--- src/rtl/raster_pkg.sv ---
// rtl/raster_pkg.sv - shared constants and types for the raster framebuffer writer
package raster_pkg;

    localparam int FB_W_DEF    = 320;
    localparam int FB_H_DEF    = 240;
    localparam int ADDR_W_DEF  = 17;
    localparam int COLOR_W_DEF = 16;

    typedef enum logic {
        ST_IDLE = 1'b0,
        ST_REQ  = 1'b1
    } wr_state_t;

    typedef struct packed {
        logic [ADDR_W_DEF-1:0]  addr;
        logic [COLOR_W_DEF-1:0] color;
    } pix_entry_t;

endpackage

--- src/rtl/raster_wr_fifo.sv ---
// rtl/raster_wr_fifo.sv - synchronous write FIFO with count, async active-high reset
module raster_wr_fifo #(
    parameter int WIDTH = 33,
    parameter int DEPTH = 4
) (
    input  logic                   clk,
    input  logic                   rst,
    input  logic                   i_push,
    input  logic [WIDTH-1:0]       i_data,
    input  logic                   i_pop,
    output logic [WIDTH-1:0]       o_data,
    output logic                   o_full,
    output logic                   o_empty,
    output logic [$clog2(DEPTH):0] o_count
);
    localparam int AW = $clog2(DEPTH);

    logic [WIDTH-1:0] r_mem [DEPTH];
    logic [AW-1:0]    r_wptr;
    logic [AW-1:0]    r_rptr;
    logic [AW:0]      r_count;
    logic             w_do_push;
    logic             w_do_pop;

    assign o_full    = (r_count == (AW+1)'(DEPTH));
    assign o_empty   = (r_count == '0);
    assign o_count   = r_count;
    assign o_data    = r_mem[r_rptr];
    assign w_do_pop  = i_pop & ~o_empty;
    // A pop frees the head slot in the same edge, so push at full is safe then
    assign w_do_push = i_push & (~o_full | w_do_pop);

    always_ff @(posedge clk or posedge rst) begin
        if (rst) begin
            r_wptr  <= '0;
            r_rptr  <= '0;
            r_count <= '0;
        end else begin
            if (w_do_push) r_wptr <= r_wptr + 1'b1;
            if (w_do_pop)  r_rptr <= r_rptr + 1'b1;
            r_count <= r_count + (AW+1)'(w_do_push) - (AW+1)'(w_do_pop);
        end
    end

    always_ff @(posedge clk) begin
        if (w_do_push) r_mem[r_wptr] <= i_data;
    end

endmodule

--- src/rtl/raster_fb_writer.sv ---
// rtl/raster_fb_writer.sv - clips rasterizer pixels, linearises addresses and drains
// them to framebuffer memory over a req/ack port, flagging end of each primitive.
module raster_fb_writer
    import raster_pkg::*;
#(
    parameter int FB_W    = FB_W_DEF,
    parameter int FB_H    = FB_H_DEF,
    parameter int ADDR_W  = ADDR_W_DEF,
    parameter int COLOR_W = COLOR_W_DEF,
    parameter int DEPTH   = 4
) (
    input  logic               clk,
    input  logic               rst,
    input  logic               pix_valid,
    output logic               pix_ready,
    input  logic [15:0]        pix_x,
    input  logic [15:0]        pix_y,
    input  logic [COLOR_W-1:0] pix_color,
    input  logic               tri_done,
    output logic               mem_req,
    output logic [ADDR_W-1:0]  mem_addr,
    output logic [COLOR_W-1:0] mem_data,
    input  logic               mem_ack,
    output logic               busy,
    output logic               prim_done,
    output logic [15:0]        clip_cnt
);
    localparam int CNT_W = $clog2(DEPTH) + 1;
    localparam int ENT_W = ADDR_W + COLOR_W;

    logic               r_stg_valid;
    logic [ADDR_W-1:0]  r_stg_addr;
    logic [COLOR_W-1:0] r_stg_color;
    logic               r_tri_pend;
    logic [15:0]        r_clip_cnt;
    logic [ADDR_W-1:0]  r_mem_addr;
    logic [COLOR_W-1:0] r_mem_data;
    wr_state_t          r_state;
    wr_state_t          w_state_nxt;

    logic               w_accept;
    logic               w_clip;
    logic               w_keep;
    logic               w_push;
    logic               w_pop;
    logic               w_empty;
    logic               w_full;
    logic               w_drained;
    logic [CNT_W-1:0]   w_count;
    logic [ENT_W-1:0]   w_head;
    logic [ADDR_W-1:0]  w_lin_addr;

    // Stage slot is counted so a pixel accepted now always finds FIFO room next edge
    assign pix_ready  = (int'(w_count) + int'(r_stg_valid)) < DEPTH;
    assign w_accept   = pix_valid & pix_ready;
    assign w_clip     = (int'(pix_x) >= FB_W) || (int'(pix_y) >= FB_H);
    assign w_keep     = w_accept & ~w_clip;
    assign w_lin_addr = ADDR_W'(pix_y) * ADDR_W'(FB_W) + ADDR_W'(pix_x);
    assign w_push     = r_stg_valid & (~w_full | w_pop);

    always_ff @(posedge clk or posedge rst) begin
        if (rst) begin
            r_stg_valid <= 1'b0;
            r_stg_addr  <= '0;
            r_stg_color <= '0;
            r_clip_cnt  <= '0;
        end else begin
            r_stg_valid <= w_keep;
            if (w_keep) begin
                r_stg_addr  <= w_lin_addr;
                r_stg_color <= pix_color;
            end
            if (w_accept && w_clip && r_clip_cnt != 16'hFFFF)
                r_clip_cnt <= r_clip_cnt + 16'd1;
        end
    end

    raster_wr_fifo #(
        .WIDTH (ENT_W),
        .DEPTH (DEPTH)
    ) u_fifo (
        .clk     (clk),
        .rst     (rst),
        .i_push  (w_push),
        .i_data  ({r_stg_addr, r_stg_color}),
        .i_pop   (w_pop),
        .o_data  (w_head),
        .o_full  (w_full),
        .o_empty (w_empty),
        .o_count (w_count)
    );

    always_comb begin
        w_state_nxt = r_state;
        w_pop       = 1'b0;
        case (r_state)
            ST_IDLE: begin
                if (!w_empty) begin
                    w_pop       = 1'b1;
                    w_state_nxt = ST_REQ;
                end
            end
            ST_REQ: begin
                if (mem_ack) begin
                    if (!w_empty) w_pop       = 1'b1;
                    else          w_state_nxt = ST_IDLE;
                end
            end
            default: w_state_nxt = ST_IDLE;
        endcase
    end

    always_ff @(posedge clk or posedge rst) begin
        if (rst) begin
            r_state    <= ST_IDLE;
            r_mem_addr <= '0;
            r_mem_data <= '0;
        end else begin
            r_state <= w_state_nxt;
            if (w_pop) {r_mem_addr, r_mem_data} <= w_head;
        end
    end

    // A tri_done arriving during the completion pulse folds into that pulse
    assign w_drained = ~r_stg_valid & w_empty & (r_state == ST_IDLE);
    assign prim_done = r_tri_pend & w_drained;

    always_ff @(posedge clk or posedge rst) begin
        if (rst) r_tri_pend <= 1'b0;
        else     r_tri_pend <= prim_done ? 1'b0 : (r_tri_pend | tri_done);
    end

    assign mem_req  = (r_state == ST_REQ);
    assign mem_addr = r_mem_addr;
    assign mem_data = r_mem_data;
    assign clip_cnt = r_clip_cnt;
    assign busy     = r_stg_valid | (w_count != '0) | mem_req;

endmodule
--- config.mk ---
export PLATFORM = sky130hd
export DESIGN_NAME = raster_fb_writer
export DESIGN_NICKNAME = d
export VERILOG_FILES = /design/src/rtl/raster_pkg.sv /design/src/rtl/raster_wr_fifo.sv /design/src/rtl/raster_fb_writer.sv
export SDC_FILE = /design/constraint.sdc
export NUM_CORES = 1
export LEC_CHECK = 0
export CAP_MARGIN = 40
export CELL_PAD_IN_SITES_DETAIL_PLACEMENT = 1
export CELL_PAD_IN_SITES_GLOBAL_PLACEMENT = 1
export CORE_AREA = 2 2 118 166
export DETAILED_ROUTE_END_ITERATION = 10
export DIE_AREA = 0 0 120 168
export MAX_ROUTING_LAYER = met4
export PLACE_DENSITY_LB_ADDON = 0.1
export SLEW_MARGIN = 20
export SYNTH_ARGS = -nofsm -noshare
export SYNTH_HDL_FRONTEND = slang
export SYNTH_SLANG_ARGS = --single-unit
--- constraint.sdc ---
create_clock -name clk -period 6.1 [get_ports clk]
set_input_delay 1.22 -clock clk [delete_from_list [all_inputs] [get_ports clk]]
set_output_delay 1.22 -clock clk [all_outputs]
set_load 0.01 [all_outputs]
=== Yosys cells after proc, flatten, opt, wreduce, memory -nomap -nowiden ===
Memories as Yosys holds them, arrays and structs flattened. A register that Yosys moved wholly into a read port is not among the register bits.
Index checks and enable logic that the tools add are counted.

* Bits in registers: 59
* Memory bits (writable): 132
* Bits of input ports: 53
* Output and inout port bits: 53
* Word-level logic and storage cells: 54
* Memories: 1

* Add/sub/neg operators: 7
* $mul: 1
* Magnitude comparators: 3
* Equal/unequal tests: 2
* Multiplexer cells: 8
* Bitwise logic cells: 18
* Reductions and logical operators: 5

{| class="wikitable"
|+ Memories
! name !! depth !! width !! rd ports !! clocked after Yosys merged registers in !! wr ports !! line !! RTL
|-
| u_fifo.r_mem || 4 || 33 || 1 || 1 || 1 || raster_wr_fifo.sv:18 || <nowiki>logic [WIDTH-1:0] r_mem [DEPTH];</nowiki>
|}

{| class="wikitable"
|+ Operators with widths
! operator !! count
|-
| $add A17 B16 Y17 || 1
|-
| $add A16 B1 Y16 const B || 1
|-
| $ge A16 B8 Y1 const B || 1
|-
| $ge A16 B9 Y1 const B || 1
|-
| $mul A16 B3 Y11 const B || 1
|-
| $ne A16 B16 Y1 const B || 1
|-
| $and A1 B1 Y1 || 8
|-
| $mux W1 || 6
|-
| $not A1 Y1 || 5
|-
| $or A1 B1 Y1 || 5
|-
| $add A2 B1 Y2 const B || 2
|-
| $add A3 B1 Y4 || 1
|-
| $lt A4 B3 Y1 const B || 1
|-
| $pmux W1 S2 || 2
|-
| $add A3 B1 Y3 || 1
|-
| $eq A3 B3 Y1 const B || 1
|-
| $logic_not A3 Y1 || 1
|-
| $reduce_bool A3 Y1 || 1
|-
| $sub A3 B1 Y3 || 1
|-
| $logic_and A1 B1 Y1 || 2
|-
| $logic_or A1 B1 Y1 || 1
|}

=== Longest topological paths before layout ===
* Depth after elaboration: 9
* Gate-level depth with buffers: 14
* Depth with buffers taken out: 14

=== Modules after synthesis ===
A second synthesis with hierarchy kept.

* Cells, all modules: 610
* Area, all modules: 9505.4 µm²

{| class="wikitable"
|+ By module, submodules not included
! module !! times used !! cells an instance !! area each (µm²) !! seq. area each (µm²)
|-
| raster_wr_fifo || 1 || 209 || 5203.7 || 4139.0
|-
| raster_fb_writer || 1 || 401 || 4301.6 || 2127.0
|}

=== Worst setup path after synthesis ===
Ideal clock, no wire load.

* Path type: in2reg
* Start point: in pix_y[1]
* End point: reg r_stg_addr[15]
* Setup time: 125 ps
* Arrival time: 3668 ps
* Data required time: 5975 ps
* Slack: 2308 ps
* Cell stages on the path: 10
* Buffers on the path: 0
* Cell sequence: ha_1 > ha_1 > fa_1 > xor2_1 > ha_1 > or4_1 > o221ai_1 > o21ai_1 > xor2_1 > mux2_2

* Longest elaborated chain between the ends: 4
* Elaborated cells between the ends (all ways): 6
* Classes of those cells: add/sub: 1; mul: 1; order compare: 1; bitwise: 2; reduce/logical: 1

{| class="wikitable"
|+ RTL lines
! element !! line !! RTL
|-
| from (decl) || raster_fb_writer.sv:17 || <nowiki>input logic [15:0] pix_y,</nowiki>
|-
| branches (longest 4 deep; another with $add A17 B16 Y17) || -- ||
|-
| to (signal assigned) || raster_fb_writer.sv:70 || <nowiki>r_stg_addr <= w_lin_addr;</nowiki>
|-
| to (decl) || raster_fb_writer.sv:32 || <nowiki>logic [ADDR_W-1:0] r_stg_addr;</nowiki>
|}

Several ways; the timed one is not identified.
A chain may end at the register's enable or synchronous reset.

=== Worst setup path after layout ===
Same ends and word-level chain as after synthesis.

==> summary.md <==
| Metric | Value |
|---|---|
| Detailed-placement wirelength estimate | 12.68 mm |
| CP Class | in2reg |
| ANT cells | 0 |
| Slew Limit Fails | 0 |
| Status | complete, no violations |
| Cell chosen for the clock root | sky130_fd_sc_hd__clkbuf_16 |
| Pwr per Cell Area | between 300 and 400 mW/mm2 |
| CTS tree | yes |
| Synth area leaders | sky130_fd_sc_hd__edfxtp_1 (42%), sky130_fd_sc_hd__dfrtp_1 (25%), sky130_fd_sc_hd__mux4_2 (8.0%) |
| Number of hold buffers added after cts | 0 |
| Tightest Pin Transition | around 700 ps |
| Fmax | approximately 250 MHz |
| Total routing usage reported by global routing | 0.2046 |
| Port Buffers | 105 |
| Clock slew seen by the registers of the worst setup and hold paths | around 60 ps |
| Worst Hold Path EP | clip_cnt[7] |
| Fin area | about 0.011 mm2 |
| Number of global-route vias before repair | 5859 |
| Cell family contributing the most delay on the critical path | adder cells |
| Slowest stage delay, CP | a little over 500 ps |
| Post-placement setup slack | ~1600 ps |
| P_leak | around 4.0 nW |
| Die Width | 120 um |
| Setup repair after global routing missed its margin | false |
| Sequential-to-total area share from yosys stat | 0.6716 |
| Post-cts repair resize count | 0 |
| Number of nets produced by synthesis | about 630 |
| I/O pins | between 100 and 150 |
| Max capacitance violation total | 0 |
| Flip-flop cell with the highest count after synthesis | sky130_fd_sc_hd__edfxtp_1 |
| Post CTS Setup Buffer Count | 0 |
| Initial Utilization | 0.4952 |
| Number of enable flip-flop cells after synthesis | ~130 |
| Num CTS Buffers | 21 |
| Mean number of vias per cell | about 5.6 |
| Crit-path most repeated cell | sky130_fd_sc_hd__ha_1 |
| Worst endpoint required time | approximately 6500 ps |
| Share of flip-flops with an asynchronous set or reset after synthesis | 0.4107 |
| Count of buffer and inverter cells on the critical path | 1 |
| Element type at the critical path end | flip-flop |
| Final setup violating endpoints | 0 |
| Crit-path slowest cell | sky130_fd_sc_hd__or4_1 |
| Drt wl/cell | 20.88 um |
| Mapped Cells | 539 |
| FP Rows | 60 |
| Detailed-route wire length | between 15 and 20 mm |
| Clock skew | 15.70 ps |
| Final hold vios | 0 |
| Number of storage elements in the synthesis netlist | 224 |
| Post-route setup TNS | 0 ps |
| Cell chain of the critical path | clkdlybuf4s50_1 > ha_1 > ha_1 > fa_1 > xor2_1 > ha_1 > or4_1 > o221ai_1 > o21ai_1 > xor2_1 > mux2_2 |
| Critical path origin | pix_y[1] |
| Dominant cell type by area after synthesis | sky130_fd_sc_hd__edfxtp_1 |
| Area Growth Syn to Fin | 22.68% |
| Share of final-layout standard cells stronger than drive strength 1 | 0.2186 |
| Antenna-violating nets left | 0 |
| Startpoint kind of the worst setup timing path | input port |
| Worst reg2reg setup slack | between 3000 and 4000 ps |
| Yosys top cell area share | 0.4248 |
| Area of the placeable core | 0.01884 mm2 |
| Nets | around 750 |
| Cell with the most instances after synthesis | sky130_fd_sc_hd__edfxtp_1 |
| Tcrit/Tclk final | 0.6506 |
| Pin count of the biggest net entering global routing | 36 |
| Distinct cell type count after synthesis | 48 |
| Placed Instance Area | 0.01083 mm2 |
| First drt pass iteration count | 4 |
| Mapped Area | a little over 0.009 mm2 |
| Hold_sp | clip_cnt[7] |
| Worst IR drop on VDD | 0.0002055 V |
| Number of instances on the worst hold path | 1 |
| Synth warnings | 0 |
| Area of the die | between 0.02 and 0.025 mm2 |
| Routed via count | just over 5000 |
| First-pass GRT wire length | 31.04 mm |
| WP data arrival | approximately 4400 ps |
| Clock Latency Late Sink | roughly 500 ps |
| Final worst path period need | between 3000 and 4000 ps |
| Worst flop-to-flop path endpoint | r_stg_addr[1] |
| Least setup slack across all paths after layout | 2131 ps |
| Min-Delay Path Class | reg2reg |
| Startpoint of the most critical register-to-register path | u_fifo.o_count[2] |
| Initial antenna violation count | 0 |
| Maximum number of buffers from clock root to sink | 3 |
| Drt initial violations | 232 |
| Avg Cell Area, Syn | between 15 and 20 um2 |
| Residual DRC count | 0 |
| DIE HEIGHT | between 150 and 200 um |
| Remaining global-route overflow | 0 |
| Fillcell total | between 1500 and 2000 |
| CTS Sinks | 224 |
| Relative slew slack | 0.5263 |
| Largest fanout on the critical path | 5 |
| Routability-driven placement congestion ratio | 0.7737 |
| Leading post-synthesis cells by instance count | sky130_fd_sc_hd__edfxtp_1 (132), sky130_fd_sc_hd__dfrtp_1 (92), sky130_fd_sc_hd__mux2_2 (64) |
| R2r worst-path depth | 6 |
| # H-tree levels | 1 |
sequential cells by signal (all words and copies together), names as in the netlist, 2 cells and up:
signal and flops:
clip_cnt 16, mem_addr 17, u_fifo.r_mem 132, r_stg_addr 17
u_fifo.o_count 3, u_fifo.r_rptr 2, mem_data 16, r_stg_color 16
u_fifo.r_wptr 2
cell type report:
cell class / count / area (um2) / share of cell area
clock buffers: 27 / 558.0 / 0.04875
clock inverters: 10 / 56.30 / 0.004919
well taps: 248 / 310.3 / 0.02711
repair buffers: 116 / 1246 / 0.1089
multi-input cells: 282 / 2937 / 0.2566
flip-flops and latches: 224 / 6269 / 0.5477
inverters: 18 / 70.07 / 0.006122
through the flow:
| stage | total power, W | util | hold slack (ps) | cells |
|---|---|---|---|---|
| global placement | 0.002835 | 0.5661 | 477.3 | 881 |
| global route | 0.004230 | 0.6074 | 524.9 | 925 |
| floorplan | 0.002425 | - | 455.8 | 539 |
| CTS | 0.004088 | 0.6074 | 506.5 | 925 |
| detailed placement | 0.002894 | 0.5748 | 495.3 | 888 |
| finish | 0.004032 | 0.6074 | 501.0 | 925 |
logic make-up after synthesis:
group / Yosys count / share of synthesized area
buffers and inverters: 33 / 0.01596
AO/OA/AOI/OAI: 37 / 0.02870
adder cells (fa/ha/maj): 37 / 0.05203
flip-flops: 224 / 0.6716
XOR/XNOR: 30 / 0.02816
multiplexers: 99 / 0.1590
AND/OR/NAND/NOR: 79 / 0.04452
metal layers:
| layer | global-route usage | vias up | wire (um) |
|---|---|---|---|
| li1 | - | 2304 | - |
| met2 | 0.3528 | 139 | 10360 |
| met3 | 0.03421 | 38 | 946 |
| met4 | 0.06394 | 0 | 446 |
| met1 | 0.2465 | 2664 | 7555 |
| met5 | - | - | 0 |
how the worst max path moves through the flow:
stage / end / depth (start not counted) / slack, ps
after floorplan: r_stg_addr[15] / 10 / 2310
after global placement: r_stg_addr[16] / 14 / 1630
after detailed placement: r_stg_addr[15] / 11 / 1610
after CTS: r_stg_addr[15] / 11 / 2140
after global routing: r_stg_addr[15] / 13 / 1940
final: r_stg_addr[15] / 11 / 2130
where the power goes:
group	internal, W	switching, W
Clock	0.000650	0.000539
Combinational	0.000551	0.000406
Sequential	0.00173	0.000157
Total	0.00293	0.00110
layout by cell type, fill, tap and decap left out, types with 4 or more instances in the layout:
master and instances:
sky130_fd_sc_hd__edfxtp_1 132, sky130_fd_sc_hd__clkdlybuf4s50_1 105, sky130_fd_sc_hd__dfrtp_1 90, sky130_fd_sc_hd__mux2_2 64, sky130_fd_sc_hd__ha_1 34, sky130_fd_sc_hd__mux4_2 33, sky130_fd_sc_hd__clkbuf_16 21, sky130_fd_sc_hd__xnor2_1 20
sky130_fd_sc_hd__nor2_1 19, sky130_fd_sc_hd__inv_1 17, sky130_fd_sc_hd__nand2_1 14, sky130_fd_sc_hd__xor2_1 10, sky130_fd_sc_hd__a21oi_1 8, sky130_fd_sc_hd__nand4_1 7, sky130_fd_sc_hd__nand3_1 7, sky130_fd_sc_hd__o21ai_0 6
sky130_fd_sc_hd__and3_1 5, sky130_fd_sc_hd__clkbuf_1 5, sky130_fd_sc_hd__buf_4 5, sky130_fd_sc_hd__buf_16 5, sky130_fd_sc_hd__nor3_1 4, sky130_fd_sc_hd__nor2b_1 4, sky130_fd_sc_hd__nand2b_1 4, sky130_fd_sc_hd__and2_2 4
sky130_fd_sc_hd__clkinv_2 4
(Power assumes the default switching activity.)
==> edit (same flow settings) <==
`DEPTH` is set to 4 in 2 places; all go to 16.
--- a/src/rtl/raster_wr_fifo.sv
+++ b/src/rtl/raster_wr_fifo.sv
@@ -2,5 +2,5 @@
 module raster_wr_fifo #(
     parameter int WIDTH = 33,
-    parameter int DEPTH = 4
+    parameter int DEPTH = 16
 ) (
     input  logic                   clk,
--- a/src/rtl/raster_fb_writer.sv
+++ b/src/rtl/raster_fb_writer.sv
@@ -8,5 +8,5 @@
     parameter int ADDR_W  = ADDR_W_DEF,
     parameter int COLOR_W = COLOR_W_DEF,
-    parameter int DEPTH   = 4
+    parameter int DEPTH   = 16
 ) (
     input  logic               clk,
Check against the original RTL: not equivalent (a bounded check fails within 10 cycles, from zero or initial values and one cycle with rst high).
==> edit against the original RTL <==
The flow now stops in 3_1_place_gp_skip_io. Area after synthesis rose to 2.7 times the old value.
==> edit: results (changes against the original RTL) <==
[die] width of the die 120 µm [unchanged]
[synth] Yosys warnings 0 [unchanged]
[status] first error in the log [ERROR FLW-0024] Place density exceeds 1.0 (current PLACE_DENSITY_LB_ADDON =  0.1). Please check if the value of  PLACE_DENSITY_LB_ADDON is between 0 and 0.99.
[status] outcome did not finish [was complete, no violations]
[synth] flip-flop cell with the highest count after synthesis edfxtp_1 [unchanged]
[synth] share of the yosys chip area belonging to registers 73.6% [was 67.2%]
[synth] register bit count reported by yosys 626 [was 224]
[synth] top post-synthesis cells by area edfxtp_1, mux4_2, dfrtp_1, mux2_2, ha_1 [was edfxtp_1, dfrtp_1, mux4_2, mux2_2, ha_1]
[synth] Commonest cells post-synth edfxtp_1, mux4_2, dfrtp_1 [was edfxtp_1, dfrtp_1, mux2_2]
[synth] net count after synthesis 1253 [was 629]
[synth] Post-synth ARST share 15.7% [was 41.1%]
[synth] count of flip-flops with a built-in enable after synthesis 528 [was 132]
[synth] synth unique cells 44 [was 48]
[synth] Mapped Cells 1156 [was 539]
[status] last flow stage reached 3_1_place_gp_skip_io
[edit: cell types whose count changed after synthesis, moves of 13 or more]
| cell | delta |
|---|---|
| edfxtp_1 | +396 |
| mux4_2 | +132 |
| clkbuf_1 | +21 |
| xor2_1 | +14 |
| and2_1 | +13 |
[edit: kinds of logic after synthesis]
logic type	share of synthesized area, %
AND/OR/NAND/NOR	2.27
adder cells (fa/ha/maj)	2.30
flip-flops	73.6
multiplexers	17.9
buffers and inverters	1.38
XOR/XNOR	1.34
AO/OA/AOI/OAI	1.18
